$ cat config.mk
export PLATFORM = sky130hd
export DESIGN_NAME = video_wfifo_packer_flat
export DESIGN_NICKNAME = d
export VERILOG_FILES = /design/src/rtl/video_wfifo_packer_pkg.sv /design/src/rtl/video_wfifo_packer_if.sv /design/src/rtl/video_wfifo_packer_pixel_pair_packer.sv /design/src/rtl/video_wfifo_packer.sv /design/src/flat_wrapper.sv
export SDC_FILE = /design/constraint.sdc
export NUM_CORES = 1
export LEC_CHECK = 0
export ABC_AREA = 1
export ABC_CLOCK_PERIOD_IN_PS = 1900
export BUFFER_PORTS_ARGS = -buffer_cell sky130_fd_sc_hd__buf_2
export CORE_ASPECT_RATIO = 1.4
export CORE_MARGIN = 3
export CORE_UTILIZATION = 50
export CTS_BUF_LIST = sky130_fd_sc_hd__clkbuf_2
export CTS_CLUSTER_SIZE = 28
export DETAILED_ROUTE_END_ITERATION = 8
export PLACE_DENSITY = 0.68
export SLEW_MARGIN = 30
export SYNTH_ARGS = -nofsm -noshare
export SYNTH_HDL_FRONTEND = slang
export SYNTH_HIERARCHICAL = 1
export SYNTH_SLANG_ARGS = --single-unit
$ cat constraint.sdc
create_clock -name wfifo_wr_clk -period 1.9 [get_ports wfifo_wr_clk]
set_input_delay 0.38 -clock wfifo_wr_clk [delete_from_list [all_inputs] [get_ports wfifo_wr_clk]]
set_output_delay 0.38 -clock wfifo_wr_clk [all_outputs]
set_load 0.005 [all_outputs]
$ cat src/rtl/video_wfifo_packer_pkg.sv
`default_nettype none
// ============================================================================
// Module   : video_wfifo_pkg
// Brief    : Shared state type and constants for the video write-FIFO packer.
// Revision : 1.0 - initial release
// ============================================================================
package video_wfifo_pkg;

   localparam int c_pix_w = 16;

   typedef enum logic [2:0] {
      WAIT_VS = 3'd0,
      HOLD    = 3'd1,
      SYNC    = 3'd2,
      ACTIVE  = 3'd3,
      DONE    = 3'd4
   } state_t;

   // Bar colours left to right: white, yellow, cyan, green, magenta, red, blue, black
   localparam logic [c_pix_w-1:0] c_bar_colors [0:7] = '{
      16'hFFFF, 16'hFFE0, 16'h07FF, 16'h07E0,
      16'hF81F, 16'hF800, 16'h001F, 16'h0000
   };

endpackage
`default_nettype wire

$ cat src/rtl/video_wfifo_packer_if.sv
`default_nettype none
// ============================================================================
// Module   : video_wfifo_packer_if
// Brief    : Video-in / write-FIFO-out bundle for the packer.
// Revision : 1.0 - initial release
// ============================================================================
interface video_wfifo_packer_if;
   import video_wfifo_pkg::*;

   logic                 vid_vs;
   logic                 vid_de;
   logic [c_pix_w-1:0]   vid_data;
   logic                 wfifo_wr_en;
   logic [2*c_pix_w-1:0] wfifo_wr_data32;
   logic                 frame_vs;
   logic                 frame_done;
   logic                 err_line_short;
   logic                 err_frame_short;

   modport slave (
      input  vid_vs, vid_de, vid_data,
      output wfifo_wr_en, wfifo_wr_data32, frame_vs, frame_done,
             err_line_short, err_frame_short
   );

   modport master (
      output vid_vs, vid_de, vid_data,
      input  wfifo_wr_en, wfifo_wr_data32, frame_vs, frame_done,
             err_line_short, err_frame_short
   );

endinterface
`default_nettype wire

$ cat src/rtl/video_wfifo_packer_pixel_pair_packer.sv
`default_nettype none
// ============================================================================
// Module   : pixel_pair_packer
// Brief    : Pairs 16-bit pixels into 32-bit words; pads an odd last pixel.
// Revision : 1.0 - initial release
// ============================================================================
module pixel_pair_packer
   import video_wfifo_pkg::*;
(
   input  wire logic                 wfifo_wr_clk,
   input  wire logic                 rstn,
   input  wire logic                 i_pix_valid,
   input  wire logic [c_pix_w-1:0]   i_pix_data,
   input  wire logic                 i_line_end,
   input  wire logic                 i_discard,
   output logic                      o_wr_en,
   output logic [2*c_pix_w-1:0]      o_wr_data
);

   logic                 r_half_valid;
   logic [c_pix_w-1:0]   r_half;
   logic                 r_wr_en;
   logic [2*c_pix_w-1:0] r_wr_data;

   // i_pix_valid and i_line_end never coincide: a line end needs de low.
   always_ff @(posedge wfifo_wr_clk) begin
      if (!rstn) begin
         r_half_valid <= 1'b0;
         r_half       <= '0;
         r_wr_en      <= 1'b0;
         r_wr_data    <= '0;
      end else begin
         r_wr_en <= 1'b0;
         if (i_discard) begin
            r_half_valid <= 1'b0;
         end else if (i_pix_valid) begin
            if (r_half_valid) begin
               r_wr_en      <= 1'b1;
               r_wr_data    <= {i_pix_data, r_half};
               r_half_valid <= 1'b0;
            end else begin
               r_half       <= i_pix_data;
               r_half_valid <= 1'b1;
            end
         end else if (i_line_end && r_half_valid) begin
            r_wr_en      <= 1'b1;
            r_wr_data    <= {{c_pix_w{1'b0}}, r_half};
            r_half_valid <= 1'b0;
         end
      end
   end

   assign o_wr_en   = r_wr_en;
   assign o_wr_data = r_wr_data;

endmodule
`default_nettype wire

$ cat src/rtl/video_wfifo_packer.sv
`default_nettype none
// ============================================================================
// Module   : video_wfifo_packer
// Brief    : Frame-aligned RGB565 pair packer feeding the DDR write FIFO.
//            Optional macro TEST_PATTERN_EN replaces vid_data with colour bars.
// Revision : 1.0 - initial release
// ============================================================================
module video_wfifo_packer
   import video_wfifo_pkg::*;
#(
   parameter int H_ACT   = 960,
   parameter int V_ACT   = 540,
   parameter int HOLDOFF = 16
)(
   input  wire logic           wfifo_wr_clk,
   input  wire logic           rstn,
   video_wfifo_packer_if.slave bus
);

   localparam int c_pix_cw  = $clog2(H_ACT + 1);
   localparam int c_line_cw = $clog2(V_ACT + 1);
   localparam int c_hold_cw = $clog2(HOLDOFF + 1);

   state_t                r_state;
   state_t                w_state_nxt;
   logic                  r_vs;
   logic                  r_de;
   logic [c_pix_cw-1:0]   r_pix_cnt;
   logic [c_line_cw-1:0]  r_line_cnt;
   logic [c_hold_cw-1:0]  r_hold_cnt;
   logic                  r_frame_done;
   logic                  r_err_line_short;
   logic                  r_err_frame_short;

   logic                  w_vs_rise;
   logic                  w_de_fall;
   logic                  w_pix_valid;
   logic                  w_line_end;
   logic                  w_line_short;
   logic                  w_frame_short;
   logic                  w_frame_last;
   logic [c_pix_w-1:0]    w_pix_data;

   assign w_vs_rise = bus.vid_vs & ~r_vs;
   assign w_de_fall = ~bus.vid_de & r_de;

`ifdef TEST_PATTERN_EN
   logic [2:0] w_bar;
   assign w_bar      = 3'((32'(r_pix_cnt) * 32'd8) / 32'(H_ACT));
   assign w_pix_data = c_bar_colors[w_bar];
`else
   assign w_pix_data = bus.vid_data;
`endif

   always_ff @(posedge wfifo_wr_clk) begin
      if (!rstn) r_state <= WAIT_VS;
      else       r_state <= w_state_nxt;
   end

   // A vsync rise overrides everything else, whatever the current state.
   always_comb begin
      w_state_nxt   = r_state;
      w_pix_valid   = 1'b0;
      w_line_end    = 1'b0;
      w_line_short  = 1'b0;
      w_frame_short = 1'b0;
      w_frame_last  = 1'b0;
      if (w_vs_rise) begin
         w_state_nxt   = HOLD;
         w_frame_short = (r_state == ACTIVE);
      end else begin
         case (r_state)
            WAIT_VS, DONE: ;
            HOLD: begin
               if (r_hold_cnt == c_hold_cw'(HOLDOFF - 1))
                  w_state_nxt = bus.vid_vs ? SYNC : ACTIVE;
            end
            SYNC: begin
               if (!bus.vid_vs) w_state_nxt = ACTIVE;
            end
            ACTIVE: begin
               w_pix_valid = bus.vid_de && (r_pix_cnt < c_pix_cw'(H_ACT));
               if (w_de_fall) begin
                  w_line_end   = 1'b1;
                  w_line_short = (r_pix_cnt < c_pix_cw'(H_ACT));
                  if (r_line_cnt == c_line_cw'(V_ACT - 1)) begin
                     w_frame_last = 1'b1;
                     w_state_nxt  = DONE;
                  end
               end
            end
            default: w_state_nxt = WAIT_VS;
         endcase
      end
   end

   always_ff @(posedge wfifo_wr_clk) begin
      if (!rstn) begin
         r_vs              <= 1'b0;
         r_de              <= 1'b0;
         r_pix_cnt         <= '0;
         r_line_cnt        <= '0;
         r_hold_cnt        <= '0;
         r_frame_done      <= 1'b0;
         r_err_line_short  <= 1'b0;
         r_err_frame_short <= 1'b0;
      end else begin
         r_vs              <= bus.vid_vs;
         r_de              <= bus.vid_de;
         r_frame_done      <= w_frame_last;
         r_err_line_short  <= w_line_short;
         r_err_frame_short <= w_frame_short;

         if (w_vs_rise)              r_hold_cnt <= '0;
         else if (r_state == HOLD)   r_hold_cnt <= r_hold_cnt + 1'b1;

         if (w_vs_rise) begin
            r_pix_cnt  <= '0;
            r_line_cnt <= '0;
         end else if (w_line_end) begin
            r_pix_cnt  <= '0;
            r_line_cnt <= r_line_cnt + 1'b1;
         end else if (w_pix_valid) begin
            r_pix_cnt  <= r_pix_cnt + 1'b1;
         end
      end
   end

   pixel_pair_packer u_packer (
      .wfifo_wr_clk (wfifo_wr_clk),
      .rstn         (rstn),
      .i_pix_valid  (w_pix_valid),
      .i_pix_data   (w_pix_data),
      .i_line_end   (w_line_end),
      .i_discard    (w_vs_rise),
      .o_wr_en      (bus.wfifo_wr_en),
      .o_wr_data    (bus.wfifo_wr_data32)
   );

   assign bus.frame_vs        = r_vs;
   assign bus.frame_done      = r_frame_done;
   assign bus.err_line_short  = r_err_line_short;
   assign bus.err_frame_short = r_err_frame_short;

endmodule
`default_nettype wire
$ cat src/flat_wrapper.sv
// flat-port wrapper written by rule: the top's interface ports become plain ports
module video_wfifo_packer_flat import video_wfifo_pkg::*;
#(
   parameter int H_ACT   = 960,
   parameter int V_ACT   = 540,
   parameter int HOLDOFF = 16
)
  (wfifo_wr_clk, rstn, bus_vid_vs, bus_vid_de, bus_vid_data, bus_wfifo_wr_en, bus_wfifo_wr_data32, bus_frame_vs, bus_frame_done, bus_err_line_short, bus_err_frame_short);
  video_wfifo_packer_if bus_i ();
  input  wire logic wfifo_wr_clk;
  input  wire logic rstn;
  input wire logic [$bits(bus_i.vid_vs)-1:0] bus_vid_vs;
  input wire logic [$bits(bus_i.vid_de)-1:0] bus_vid_de;
  input wire logic [$bits(bus_i.vid_data)-1:0] bus_vid_data;
  output wire logic [$bits(bus_i.wfifo_wr_en)-1:0] bus_wfifo_wr_en;
  output wire logic [$bits(bus_i.wfifo_wr_data32)-1:0] bus_wfifo_wr_data32;
  output wire logic [$bits(bus_i.frame_vs)-1:0] bus_frame_vs;
  output wire logic [$bits(bus_i.frame_done)-1:0] bus_frame_done;
  output wire logic [$bits(bus_i.err_line_short)-1:0] bus_err_line_short;
  output wire logic [$bits(bus_i.err_frame_short)-1:0] bus_err_frame_short;
  assign bus_i.vid_vs = bus_vid_vs;
  assign bus_i.vid_de = bus_vid_de;
  assign bus_i.vid_data = bus_vid_data;
  assign bus_wfifo_wr_en = bus_i.wfifo_wr_en;
  assign bus_wfifo_wr_data32 = bus_i.wfifo_wr_data32;
  assign bus_frame_vs = bus_i.frame_vs;
  assign bus_frame_done = bus_i.frame_done;
  assign bus_err_line_short = bus_i.err_line_short;
  assign bus_err_frame_short = bus_i.err_frame_short;
  video_wfifo_packer #(.H_ACT(H_ACT), .V_ACT(V_ACT), .HOLDOFF(HOLDOFF)) u_core (.wfifo_wr_clk(wfifo_wr_clk), .rstn(rstn), .bus(bus_i));
endmodule
==> After elaboration in Yosys (flattened, before gate mapping) <==
Index checks and enable logic that the tools add are counted.
{ "totals": {"wordCells": 79, "reg_bits": 83, "out_inout_bits": 37, "in_bits": 20} }
{ "op_classes": {"n_reduce_logical": 13, "muxes": 22, "n_eq_ne": 16, "order_cmp": 1, "add_sub_neg": 3, "bitwise_logic": 10} }
{ "op_table": {"columns": ["operator", "count"], "rows": [
  ["2-to-1 mux 32 bit", 3],
  ["adder 10 x 1 -> 10 bit, second input constant", 2],
  ["2-to-1 mux 1 bit", 14],
  ["2-to-1 mux 3 bit", 4],
  ["case mux 3 bit (4 select lines)", 1],
  ["== test 10 bit, second input constant", 1],
  ["< comparator 10 bit, second input constant", 1],
  ["AND reduction 5 bit", 2],
  ["NOT 1 bit", 8],
  ["== test 3 x 2 -> 1 bit, second input constant", 2],
  ["!= test 2 x 1 -> 1 bit, second input constant", 3],
  ["!= test 2 bit, second input constant", 3],
  ["!= test 3 x 2 -> 1 bit, second input constant", 2],
  ["!= test 3 bit, second input constant", 2],
  ["AND reduction 3 bit", 2],
  ["adder 5 x 1 -> 5 bit, second input constant", 1],
  ["== test 5 x 4 -> 1 bit, second input constant", 1],
  ["OR reduction 2 bit", 2],
  ["OR reduction 4 bit", 1],
  ["== test 3 x 1 -> 1 bit, second input constant", 1],
  ["== test 3 bit, second input constant", 1],
  ["zero test 3 bit", 1],
  ["OR reduction 3 bit", 1],
  ["AND 1 bit", 2],
  ["other kinds (3)", 4]
]} }

==> Depth between registers and ports, before layout <==
Gate-level depths: netlist of run 1.
{ "logic_depth": {"word_depth": 8, "ltp_mapped": 13, "mapped_depth_nobuf": 11} }

==> Hierarchy <==
Netlist of run 1, hierarchy kept.
{ "by_module_without_submodules": {"columns": ["mod", "seq_area_each_um2", "instances", "area_per_inst_um2", "cells_each"], "rows": [
  ["pixel_pair_packer", 1001.0, 1, 1866.8, 241],
  ["video_wfifo_packer", 660.6, 1, 1646.6, 247]
]} }

==> Worst setup path before layout of run 1 <==
OpenSTA, ideal clock, no wires.
{ "synth_path": {"kind": "register -> register", "start": "register u_core.r_state[0]", "end": "register u_core.u_packer.r_wr_data[22], in the netlist u_core/u_packer/o_wr_data[22]", "required_time_ns": 1.768, "arrival_time_ns": 1.570, "period_less_slack_ns": 1.702, "path_stages_with_launch": 12, "n_path_buf": 2, "setup_time_ns": 0.132, "path_slack_ns": 0.198, "cell_sequence": "dfxtp_1 -> nand3_2 -> nor2_4 -> inv_1 -> nor2_4 -> buf_6 -> inv_2 -> nand2_2 -> nand3_4 -> buf_2 -> nand2_1 -> a21oi_1"} }
{ "synth_between": {"word_cells_on_any_way": 10, "cone_classes": "eq/ne: 2; mux: 5; reduce/logical: 3"} }
{ "synth_lines": {"columns": ["element", "line_no", "source"], "rows": [
  ["start, declared", "video_wfifo_packer.sv:24", "state_t r_state;"],
  ["start signal, assigned", "video_wfifo_packer.sv:57", "else r_state <= w_state_nxt;"],
  ["== test 3 x 2 -> 1 bit *", "video_wfifo_packer.sv:72", "case (r_state)"],
  ["2-to-1 mux 1 bit *", "video_wfifo_packer.sv:72", null],
  ["2-to-1 mux 1 bit *", "video_wfifo_packer.sv:68", "if (w_vs_rise) begin"],
  ["net u_core.w_pix_valid", "video_wfifo_packer.sv:37", "logic w_pix_valid;"],
  ["!= test 2 x 1 -> 1 bit (no source line) or nonzero test 2 bit (tied branches)", null, null],
  ["AND reduction 3 bit (no source line)", null, null],
  ["end signal, assigned", "video_wfifo_packer_pixel_pair_packer.sv:39", "r_wr_data <= {i_pix_data, r_half};"],
  ["end signal, assigned", "video_wfifo_packer_pixel_pair_packer.sv:47", "r_wr_data <= {{c_pix_w{1'b0}}, r_half};"],
  ["end, declared", "video_wfifo_packer_pixel_pair_packer.sv:23", "logic [2*c_pix_w-1:0] r_wr_data;"]
]} }
Mark *: on every way through the listed nets, which the timed path passes. The rest lies on a longest branch.
A chain may end at the register's enable or synchronous reset.

==> Final worst setup path of run 1 <==
{ "layout_path": {"start": "register u_core.r_state[2]", "end": "register u_core.u_packer.r_wr_data[22], in the netlist u_core/u_packer/o_wr_data[22]"} }
{ "layout_between": {"elab_chain_cells": 6, "word_cells_on_any_way": 10, "cone_classes": "eq/ne: 2; mux: 5; reduce/logical: 3"} }
{ "layout_lines": {"columns": ["element", "line_no", "source"], "rows": [
  ["== test 3 x 2 -> 1 bit *", "video_wfifo_packer.sv:72", null],
  ["2-to-1 mux 1 bit", "video_wfifo_packer.sv:72", null],
  ["2-to-1 mux 1 bit", "video_wfifo_packer.sv:68", null],
  ["logical AND 1 bit", "video_wfifo_packer_pixel_pair_packer.sv:45", "end else if (i_line_end && r_half_valid) begin"],
  ["nonzero test 2 bit (no source line)", null, null],
  ["AND reduction 3 bit (no source line)", null, null]
]} }
Every way passes the cells marked *; elsewhere a longest branch is shown, timed or not.

==> results of run 1 <==
-- worst register-to-register path, cell delays in order, from the launching register on --
cell	delay, ns
dfxtp_1	0.37
inv_1	0.12
nand3_2	0.13
nor2_4	0.13
inv_1	0.08
nor2_4	0.17
inv_2	0.06
nand2_2	0.09
nand3_4	0.13
buf_4	0.21
nand2_1	0.06
a21oi_1	0.05
-- routing by layer --
layer | GRT usage (%) | part of all wire [%]
met1 | 20.59 | 43
met4 | 6.477 | 0.95
met3 | 5.431 | 4.7
met5 | 0 | 0
met2 | 34.41 | 51
-- cell families (layout without fill, tap and decap cells) --
family / count (synthesis) / count (layout) / share of synthesized area, %
xor+xnor: 3 / 3 / 0.7480
fa+ha+maj: 4 / 4 / 1.425
simple gates: 240 / 240 / 29.77
buf+inv: 74 / 142 / 8.725
flops: 83 / 83 / 47.29
compound gates: 84 / 84 / 12.04
-- how the worst min path moves through the flow --
stage | startpoint | end | slack (ns) | cells after the start
6_report | bus_vid_de | u_core/r_de | 0.08 | 3
5_1_grt | bus_vid_data[9] | u_core/u_packer/o_wr_data[25] | 0.01 | 3
4_1_cts | bus_vid_de | u_core/r_de | 0.03 | 3
3_5_place_dp | u_core/r_pix_cnt[9] | u_core/r_pix_cnt[9] | 0.45 | 2
3_3_place_gp | u_core/r_hold_cnt[3] | u_core/r_hold_cnt[3] | 0.43 | 1
2_1_floorplan | u_core/r_hold_cnt[3] | u_core/r_hold_cnt[3] | 0.42 | 1
-- sequential cells by signal, summed over array words and instances (netlist names) --
signal	cells
u_core/u_packer/o_wr_data	32
u_core/u_packer/r_half	16
u_core/r_line_cnt	10
u_core/r_pix_cnt	10
u_core/r_hold_cnt	5
u_core/r_state	3
u_core/bus.err_frame_short	1
u_core/bus.err_line_short	1
u_core/bus.frame_done	1
u_core/bus.frame_vs	1
u_core/r_de	1
u_core/u_packer/o_wr_en	1
u_core/u_packer/r_half_valid	1
-- layout make-up --
| type | count | area [um^2] |
|---|---|---|
| fill | 654 | 2644 |
| sequential | 83 | 1663 |
| multi-input combinational | 331 | 1545 |
| timing repair buffer | 69 | 377.9 |
| inverter | 57 | 216.5 |
| tap | 92 | 115.1 |
| clock inverter | 6 | 88.84 |
| clock buffer | 10 | 50.05 |
-- power groups by stage --
stage               Combinational [W]  Clock (W)  Sequential (W)
floorplan                   0.0000734          0         0.00179
finish                       0.000122    0.00105         0.00176
detailed placement           0.000122          0         0.00179
global route                 0.000140    0.00115         0.00176
CTS                          0.000123    0.00109         0.00176
global placement             0.000122          0         0.00179
-- placed cells by master, fill, tap and decap left out, drive strengths merged --
| master | instances |
|---|---|
| nor3b | 1 |
| clkinv | 2 |
| clkinvlp | 2 |
| dfxtp | 83 |
| nand2 | 128 |
| o21a | 1 |
| nor2 | 65 |
| inv | 57 |
| o21ai | 27 |
| a21oi | 56 |
| xor2 | 3 |
| ha | 4 |
| nand3 | 17 |
| nand4 | 19 |
| nand3b | 3 |
| buf | 69 |
| bufinv | 2 |
| nor3 | 7 |
| clkbuf | 10 |
-- metrics by stage --
stage	setup slack, ns	hold slack, ns	cells
finish	0.2018	0.07669	648
global route	0.03808	0.01023	648
CTS	0.1075	0.02782	648
detailed placement	0.09211	0.4461	632
global placement	0.1620	0.4330	632
floorplan	0.1978	0.4221	488
==> flow_metrics.py, run 1 <==
metrics = {
    "power_and_ir_drop": {
        "switching_power_w": 0.0006909,
        "cellLeakagePower_nw": 1.705,
        "total_power_w": 0.002928,
        "p_seq_share_pct": 60.0,
        "p_sw_share_pct": 23.60,
        "p_comb_share_pct": 4.2,
        "vdd_drop_max_mv": 0.4554,
        "power_density_mw_per_mm2": 721.8,
        "cellInternalPower_w": 0.002237,
        "power_frac_clock_pct": 35.8,
    },
    "setup_path": {
        "crit_start": "u_core/r_state[2]",
        "path_delay_family": "simple AND/OR/NAND/NOR gates",
        "startpoint_type": "register",
        "max_stage_delay_ns": 0.37,
        "slowest_stage": "dfxtp_1",
        "crit_chain": "inv_1 -> nand3_2 -> nor2_4 -> inv_1 -> nor2_4 -> inv_2 -> nand2_2 -> nand3_4 -> buf_4 -> nand2_1 -> a21oi_1",
        "cp.required_ns": 2.31,
        "r2r_start": "u_core/r_state[2]",
        "cp_num_buf_inv": 4,
        "r2r_setup_slack_ns": 0.20,
        "worstPathMaxFanout": 10,
        "arrival_ns": 2.11,
        "cp_num_cells": 11,
        "reg2regPathDepth": 11,
        "crit_end": "u_core/u_packer/o_wr_data[22]",
        "endpoint_kind": "register",
        "worstSetupPathType": "register to register",
        "r2r-end": "u_core/u_packer/o_wr_data[22]",
    },
    "finish": {
        "drive_above_1_share_pct": 18.35,
        "diodes": 0,
        "syn_to_final_growth_pct": 15.46,
        "fin_nets": 575,
        "final_area_mm2": 0.004056,
        "fin_util_pct": 60.54,
    },
    "floorplanning": {
        "io_pins": 57,
        "start_util_pct": 52.44,
        "dieHeight_um": 105.2,
        "die_w_um": 76.85,
        "num_rows": 35,
        "dieArea_mm2": 0.008083,
        "core_mm2": 0.006700,
    },
    "sta": {
        "final-setup-viol-count": 0,
        "fmax_mhz": 588.8,
        "tightestPinTransition_ns": 0.4507,
        "fin_skew_ns": 0.01948,
        "setup_tns_ns": 0,
        "slew_viol_final": 0,
        "hold_violations": 0,
        "period_minus_slack_ns": 1.698,
        "max-slew-margin-rel_pct": 69.77,
        "min_period_over_period_pct": 89.38,
        "rsz0062_at_grt": "no",
    },
    "route": {
        "drt_iter0_markers": 176,
        "wl_per_cell_um": 11.02,
        "antenna_left": 0,
        "route.vias.total": 3161,
        "drt-pass1-iter-count": 5,
        "wirelength_mm": 7.144,
        "drc": 0,
        "via_per_inst": 4.878,
    },
    "synth": {
        "synth_area_leaders": "dfxtp_1, nand2_1, a21oi_1",
        "synth_top_cell_area_share_pct": 47.29,
        "synth.cell_area_mm2": 0.003513,
        "synth_ff_type": "dfxtp_1",
        "synth_warnings": 6,
        "ys_seq_area_share_pct": 47.29,
        "yosysMostFrequentCell": "nand2_1",
        "avgSynthCellArea_um2": 7.200,
        "synthTopCellsByCount": "nand2_1, dfxtp_1, nor2_1",
        "yosysUniqueCellTypes": 25,
        "synth_edf_count": 0,
        "synth_nets": 512,
        "syn_inst": 488,
        "ys_ff_latch": 83,
        "yosysTopAreaCell": "dfxtp_1",
        "synthArstFlopShare_pct": 0,
    },
    "cts": {
        "cts-root-buf": "clkbuf_2",
        "cts_buffer_depth": 2,
        "clock-sinks": 83,
        "cts_tree": "done",
        "post_cts_resized": 0,
        "clock_tree.htree_level_count": 3,
        "cts_buffers": 9,
        "postCtsSetupRepairBufs": 0,
        "clk_pin_slew_ns": 0.22,
        "hold_buffers": 0,
        "clk_latency_ns": 0.51,
    },
    "global_route": {
        "antenna_found_initial": 0,
        "grt_pass1_vias": 2959,
        "grt_pass1_wl_mm": 12.53,
        "grt_usage_pct": 18.89,
        "grt_max_degree": 38,
        "grt-ovfl-total": 0,
    },
    "placed_design": {
        "dp_hpwl_mm": 5.279,
        "portBuffers": 56,
        "place_congestion": 0.8534,
        "dpl_cell_area_mm2": 0.003914,
    },
    "run_status": {
        "outcome": "complete, no violations",
    },
    "flow_run": {
        "cap_violations": 0,
    },
    "worst_hold_path": {
        "hp-class": "input pin to register",
    },
}
Note: power is estimated with default switching activity, not from simulation.
==> run 2, diff against run 1 <==
Settings changed: CORE_UTILIZATION 50 to 58, PLACE_DENSITY 0.68 to 0.78.
==> run 2 against run 1 <==
- clock power rose by 10%
- combinational power barely moved
- utilization rose by 11 points
- global-route usage rose by 2.7 points
- power rose by 3.7%
- clock-buffer cell count fell by 1
- final cell count fell by 4.0%
- worst setup slack got worse by 0.042 ns
- sequential share of layout area barely moved
- largest power group unchanged
==> flow_metrics.py, run 2 (synthesis results as in run 1) <==
metrics = {
    "floorplanning": {
        "core_mm2": 0.005685,
        "io_pins": 57,
        "dieHeight_um": 98.09,
        "dieArea_mm2": 0.007041,
        "die_w_um": 71.78,
        "num_rows": 32,
        "start_util_pct": 61.80,
    },
    "power_and_ir_drop": {
        "switching_power_w": 0.0006778,
        "vdd_drop_max_mv": 0.4716,
        "p_comb_share_pct": 4.0,
        "power_frac_clock_pct": 38.2,
        "p_seq_share_pct": 57.9,
        "cellLeakagePower_nw": 1.721,
        "power_density_mw_per_mm2": 748.4,
        "cellInternalPower_w": 0.002358,
        "p_sw_share_pct": 22.33,
    },
    "global_route": {
        "antenna_found_initial": 0,
        "grt_usage_pct": 21.60,
        "grt-ovfl-total": 0,
        "grt_max_degree": 38,
        "grt_pass1_vias": 2998,
        "grt_pass1_wl_mm": 12.41,
    },
    "cts": {
        "clk_pin_slew_ns": 0.21,
        "clock_tree.htree_level_count": 3,
        "clock-sinks": 83,
        "post_cts_resized": 0,
        "cts-root-buf": "clkbuf_2",
        "postCtsSetupRepairBufs": 0,
        "cts_tree": "done",
        "cts_buffer_depth": 2,
        "hold_buffers": 0,
        "cts_buffers": 9,
        "clk_latency_ns": 0.51,
    },
    "sta": {
        "final-setup-viol-count": 0,
        "min_period_over_period_pct": 91.58,
        "fmax_mhz": 574.7,
        "period_minus_slack_ns": 1.740,
        "hold_violations": 0,
        "tightestPinTransition_ns": 0.4397,
        "fin_skew_ns": 0.02056,
        "setup_tns_ns": 0,
        "slew_viol_final": 0,
        "whs_ns": 0.07800,
        "max-slew-margin-rel_pct": 70.50,
        "rsz0062_at_grt": "no",
    },
    "finish": {
        "final_common_cell": "nand2_1",
        "fin_nets": 573,
        "syn_to_final_growth_pct": 15.46,
        "mostFrequentLayoutCells": "nand2_1, dfxtp_1, nor2_1",
        "drive_above_1_share_pct": 17.51,
        "multi_input_area_mm2": 0.001545,
        "fillCellCount": 473,
        "register_area_mm2": 0.001662,
        "diodes": 0,
        "largest_reg_flops": 32,
    },
    "route": {
        "route.vias.total": 3181,
        "drt-pass1-iter-count": 5,
        "wl_per_cell_um": 11.71,
        "wirelength_mm": 7.285,
        "drc": 0,
        "drt_iter0_markers": 152,
        "via_per_inst": 5.114,
        "antenna_left": 0,
    },
    "run_status": {
        "outcome": "complete, no violations",
    },
    "placed_design": {
        "dp_hpwl_mm": 5.249,
        "portBuffers": 56,
        "place_congestion": 0.8701,
    },
    "setup_path": {
        "cp.required_ns": 2.33,
        "arrival_ns": 2.17,
        "worstPathMaxFanout": 16,
        "startpoint_type": "register",
        "worstSetupPathType": "register to register",
        "endpoint_kind": "register",
    },
    "flow_run": {
        "cap_violations": 0,
    },
    "worst_hold_path": {
        "hp-class": "input pin to register",
    },
}
run 2: cell types whose count changed in the layout (fill, tap and decap cells not counted), moves of 2 or more:
cell,change
buf_12,+2
buf_4,-4
clkinv_4,+2
clkinvlp_4,-2
run 2: worst paths after layout:
kind	start	endpoint	slack, ns	cells after the start
max reg2reg	u_core/r_state[0]	u_core/u_packer/o_wr_data[11]	0.16	10
min reg2reg	u_core/u_packer/r_half[2]	u_core/u_packer/r_half[2]	0.47	2
max	u_core/r_state[0]	u_core/u_packer/o_wr_data[11]	0.16	10
min	bus_vid_vs	u_core/bus.frame_vs	0.08	3
run 2: critical path, cell delays in order (launching register included):
cell and delay (ns):
dfxtp_1 0.48, nand3_2 0.16, nor2_4 0.14, nand2_2 0.06, inv_1 0.17, nand2_1 0.11, nand2_2 0.10, buf_4 0.21
nand4_1 0.11, nand2_1 0.07, nor2_1 0.05
run 2: final cells by class:
cell class	count	share of cell area [%]
Clock buffer	9	1.110
Clock inverter	7	2.869
Inverter	57	5.305
Multi-Input combinational cell	331	38.09
Sequential cell	83	40.96
Tap cell	68	2.097
Timing Repair Buffer	67	9.562
run 2: metrics by stage:
stage	instance area (um^2)	power, W	utilization [%]	instances	setup slack (ns)
3_5_place_dp	3894	0.001911	68.49	606	0.1084
5_1_grt	4056	0.003150	71.35	622	0.04104
4_1_cts	4055	0.003073	71.32	622	0.1587
2_1_floorplan	3513	0.001863	-	488	0.1978
6_report	4056	0.003036	71.35	622	0.1600
3_3_place_gp	3894	0.001910	68.49	606	0.1905
run 2: per-layer routing:
layer	share of wire (%)	global-route usage (%)
met5	0	0
met1	42	23.29
met2	50	38.24
met4	1.8	10.27
met3	5.9	5.767
run 2: power groups by stage:
stage	Combinational (W)	Sequential, W	Clock, W
after floorplan	0.0000734	0.00179	0
after global placement	0.000119	0.00179	0
after detailed placement	0.000120	0.00179	0
after CTS	0.000120	0.00176	0.00120
after global routing	0.000140	0.00176	0.00125
final	0.000120	0.00176	0.00116
==> run 3, diff against run 2 <==
Settings changed: SYNTH_HIERARCHICAL 1 to default.
==> run 3 against run 2 <==
- synthesized cell count down 10%
- combinational power down 17%
- cell area down 5.2%
- final cell count down 9.2%
- area after synthesis down 2.7%
- critical path type unchanged
==> flow_metrics.py, run 3 <==
metrics = {
    "synth": {
        "synth_ff_type": "dfxtp_1",
        "synth_edf_count": 0,
        "ys_ff_latch": 83,
        "ys_seq_area_share_pct": 48.61,
        "synthTopCellsByCount": "nand2_1, dfxtp_1, a21oi_1",
        "synth.cell_area_mm2": 0.003418,
        "yosysMostFrequentCell": "nand2_1",
        "syn_inst": 439,
        "synth_nets": 463,
        "avgSynthCellArea_um2": 7.787,
        "yosysTopAreaCell": "dfxtp_1",
        "synth_warnings": 0,
        "synthArstFlopShare_pct": 0,
        "synth_area_leaders": "dfxtp_1, nand2_1, a21oi_1",
        "yosysUniqueCellTypes": 33,
        "synth_top_cell_area_share_pct": 48.61,
    },
    "global_route": {
        "grt_pass1_vias": 2826,
        "grt_max_degree": 43,
        "grt_pass1_wl_mm": 12.09,
        "grt_usage_pct": 21.09,
        "antenna_found_initial": 0,
        "grt-ovfl-total": 0,
    },
    "sta": {
        "setup_slack_ns": 0.1573,
        "tightestPinTransition_ns": 0.4655,
        "slew_viol_final": 0,
        "min_period_over_period_pct": 91.72,
        "fmax_mhz": 573.8,
        "hold_violations": 0,
        "period_minus_slack_ns": 1.743,
        "fin_skew_ns": 0.02235,
        "final-setup-viol-count": 0,
        "rsz0062_at_grt": "no",
        "max-slew-margin-rel_pct": 68.88,
        "setup_tns_ns": 0,
    },
    "finish": {
        "fin_nets": 517,
        "fillCellCount": 500,
        "syn_to_final_growth_pct": 12.52,
        "final_area_mm2": 0.003846,
        "drive_above_1_share_pct": 18.91,
        "fin_util_pct": 68.62,
        "mostFrequentLayoutCells": "nand2_1, dfxtp_1, a21oi_1",
        "multi_input_area_mm2": 0.001476,
        "final_common_cell": "nand2_1",
        "register_area_mm2": 0.001662,
        "largest_reg_flops": 32,
        "diodes": 0,
    },
    "setup_path": {
        "startpoint_type": "register",
        "max_stage_delay_ns": 0.44,
        "path_delay_family": "simple AND/OR/NAND/NOR gates",
        "slowest_stage": "dfxtp_1",
        "cp_num_buf_inv": 2,
        "cp.required_ns": 2.30,
        "endpoint_kind": "register",
        "arrival_ns": 2.14,
        "worstPathMaxFanout": 33,
        "crit_chain": "nand3_2 -> nor2_4 -> inv_2 -> nor2_8 -> nand2_4 -> nand2_8 -> inv_4 -> a21oi_1 -> nor2_1",
        "worstSetupPathType": "register to register",
    },
    "route": {
        "drt_iter0_markers": 209,
        "wl_per_cell_um": 12.30,
        "drt-pass1-iter-count": 4,
        "route.vias.total": 2946,
        "drc": 0,
        "antenna_left": 0,
        "wirelength_mm": 6.950,
        "via_per_inst": 5.214,
    },
    "placed_design": {
        "portBuffers": 56,
        "pre_cts_ws_ns": 0.1334,
        "dpl_cell_area_mm2": 0.003690,
        "place_congestion": 0.8239,
        "dp_hpwl_mm": 4.774,
    },
    "floorplanning": {
        "die_w_um": 70.88,
        "dieHeight_um": 96.84,
        "core_mm2": 0.005605,
        "io_pins": 57,
        "dieArea_mm2": 0.006864,
        "num_rows": 32,
        "start_util_pct": 60.98,
    },
    "cts": {
        "clock-sinks": 83,
        "cts_buffer_depth": 2,
        "cts_tree": "done",
        "cts-root-buf": "clkbuf_2",
        "clk_latency_ns": 0.50,
        "cts_buffers": 9,
        "clock_tree.htree_level_count": 3,
        "clk_pin_slew_ns": 0.22,
    },
    "power_and_ir_drop": {
        "vdd_drop_max_mv": 0.4823,
        "power_density_mw_per_mm2": 778.3,
        "cellLeakagePower_nw": 1.576,
        "total_power_w": 0.002994,
    },
    "flow_run": {
        "cap_violations": 0,
    },
    "run_status": {
        "outcome": "complete, no violations",
    },
    "worst_hold_path": {
        "hp-class": "input pin to register",
    },
}
-- run 3: cell count changes in the layout (fill, tap and decap cells not counted), sizes merged, moves of 2 or more --
cell   delta
xnor2     +2
nand3    +14
nor3      +4
a21oi    +10
inv      -20
nor2     -24
nand2    -24
nand4    -14
o21ai     -3
buf       -6
-- run 3: final timing paths --
path,start,to,slack [ns],cells past startpoint
worst min-delay path,bus_vid_data[12],u_core.u_packer.o_wr_data[28],0.11,3
worst max-delay path,u_core.r_state[1],u_core.u_packer.o_wr_data[20],0.16,9
worst max register to register,u_core.r_state[1],u_core.u_packer.o_wr_data[20],0.16,9
worst min register to register,u_core.r_pix_cnt[9],u_core.r_pix_cnt[9],0.47,2
-- run 3: worst min-delay path: cells and delay by family --
family | cells | cell delay (ns)
AOI/OAI and AO/OA | 1 | 0.05
buffers and inverters | 1 | 0.09
and+or+nand+nor | 1 | 0.07
-- run 3: power by group --
| group | switching (W) | internal [W] |
|---|---|---|
| registers | 0.00000553 | 0.00175 |
| logic | 0.0000675 | 0.0000320 |
| clock network | 0.000573 | 0.000563 |
| total | 0.000646 | 0.00235 |
-- run 3: area by class of cell --
| class | instances | area share, % |
|---|---|---|
| Clock buffer | 10 | 1.301 |
| Clock inverter | 5 | 2.668 |
| Inverter | 39 | 3.871 |
| Multi-Input combinational cell | 299 | 38.39 |
| Sequential cell | 83 | 43.20 |
| Tap cell | 68 | 2.212 |
| Timing Repair Buffer | 61 | 8.360 |
-- run 3: cells by family after synthesis --
logic type	after synthesis	share of synthesized area, %
AND/OR/NAND/NOR	197	26.46
AO/OA/AOI/OAI	93	13.98
flip-flops	83	48.61
buffers and inverters	57	8.199
XOR/XNOR	5	1.281
adder cells (fa/ha/maj)	4	1.464
-- run 3: per-layer routing --
metal	GRT usage [%]	up-vias	wire [um]
met5	0	-	0
met4	6.946	0	76
met3	5.198	7	344
met2	34.10	69	3249
met1	27.37	1330	3279
li1	-	1540	-
-- run 3: repair_timing --
action                     4_1_cts  5_1_grt
setup endpoints to repair        0        2
buffers inserted                 0        0
resized for setup                0        1
hold buffers                     0        0
-- run 3: through the flow --
| step | hold slack [ns] | std cells |
|---|---|---|
| detailed placement | 0.4459 | 550 |
| global route | 0.05819 | 565 |
| floorplan | 0.4303 | 439 |
| CTS | 0.06471 | 565 |
| finish | 0.1063 | 565 |
| global placement | 0.4410 | 550 |
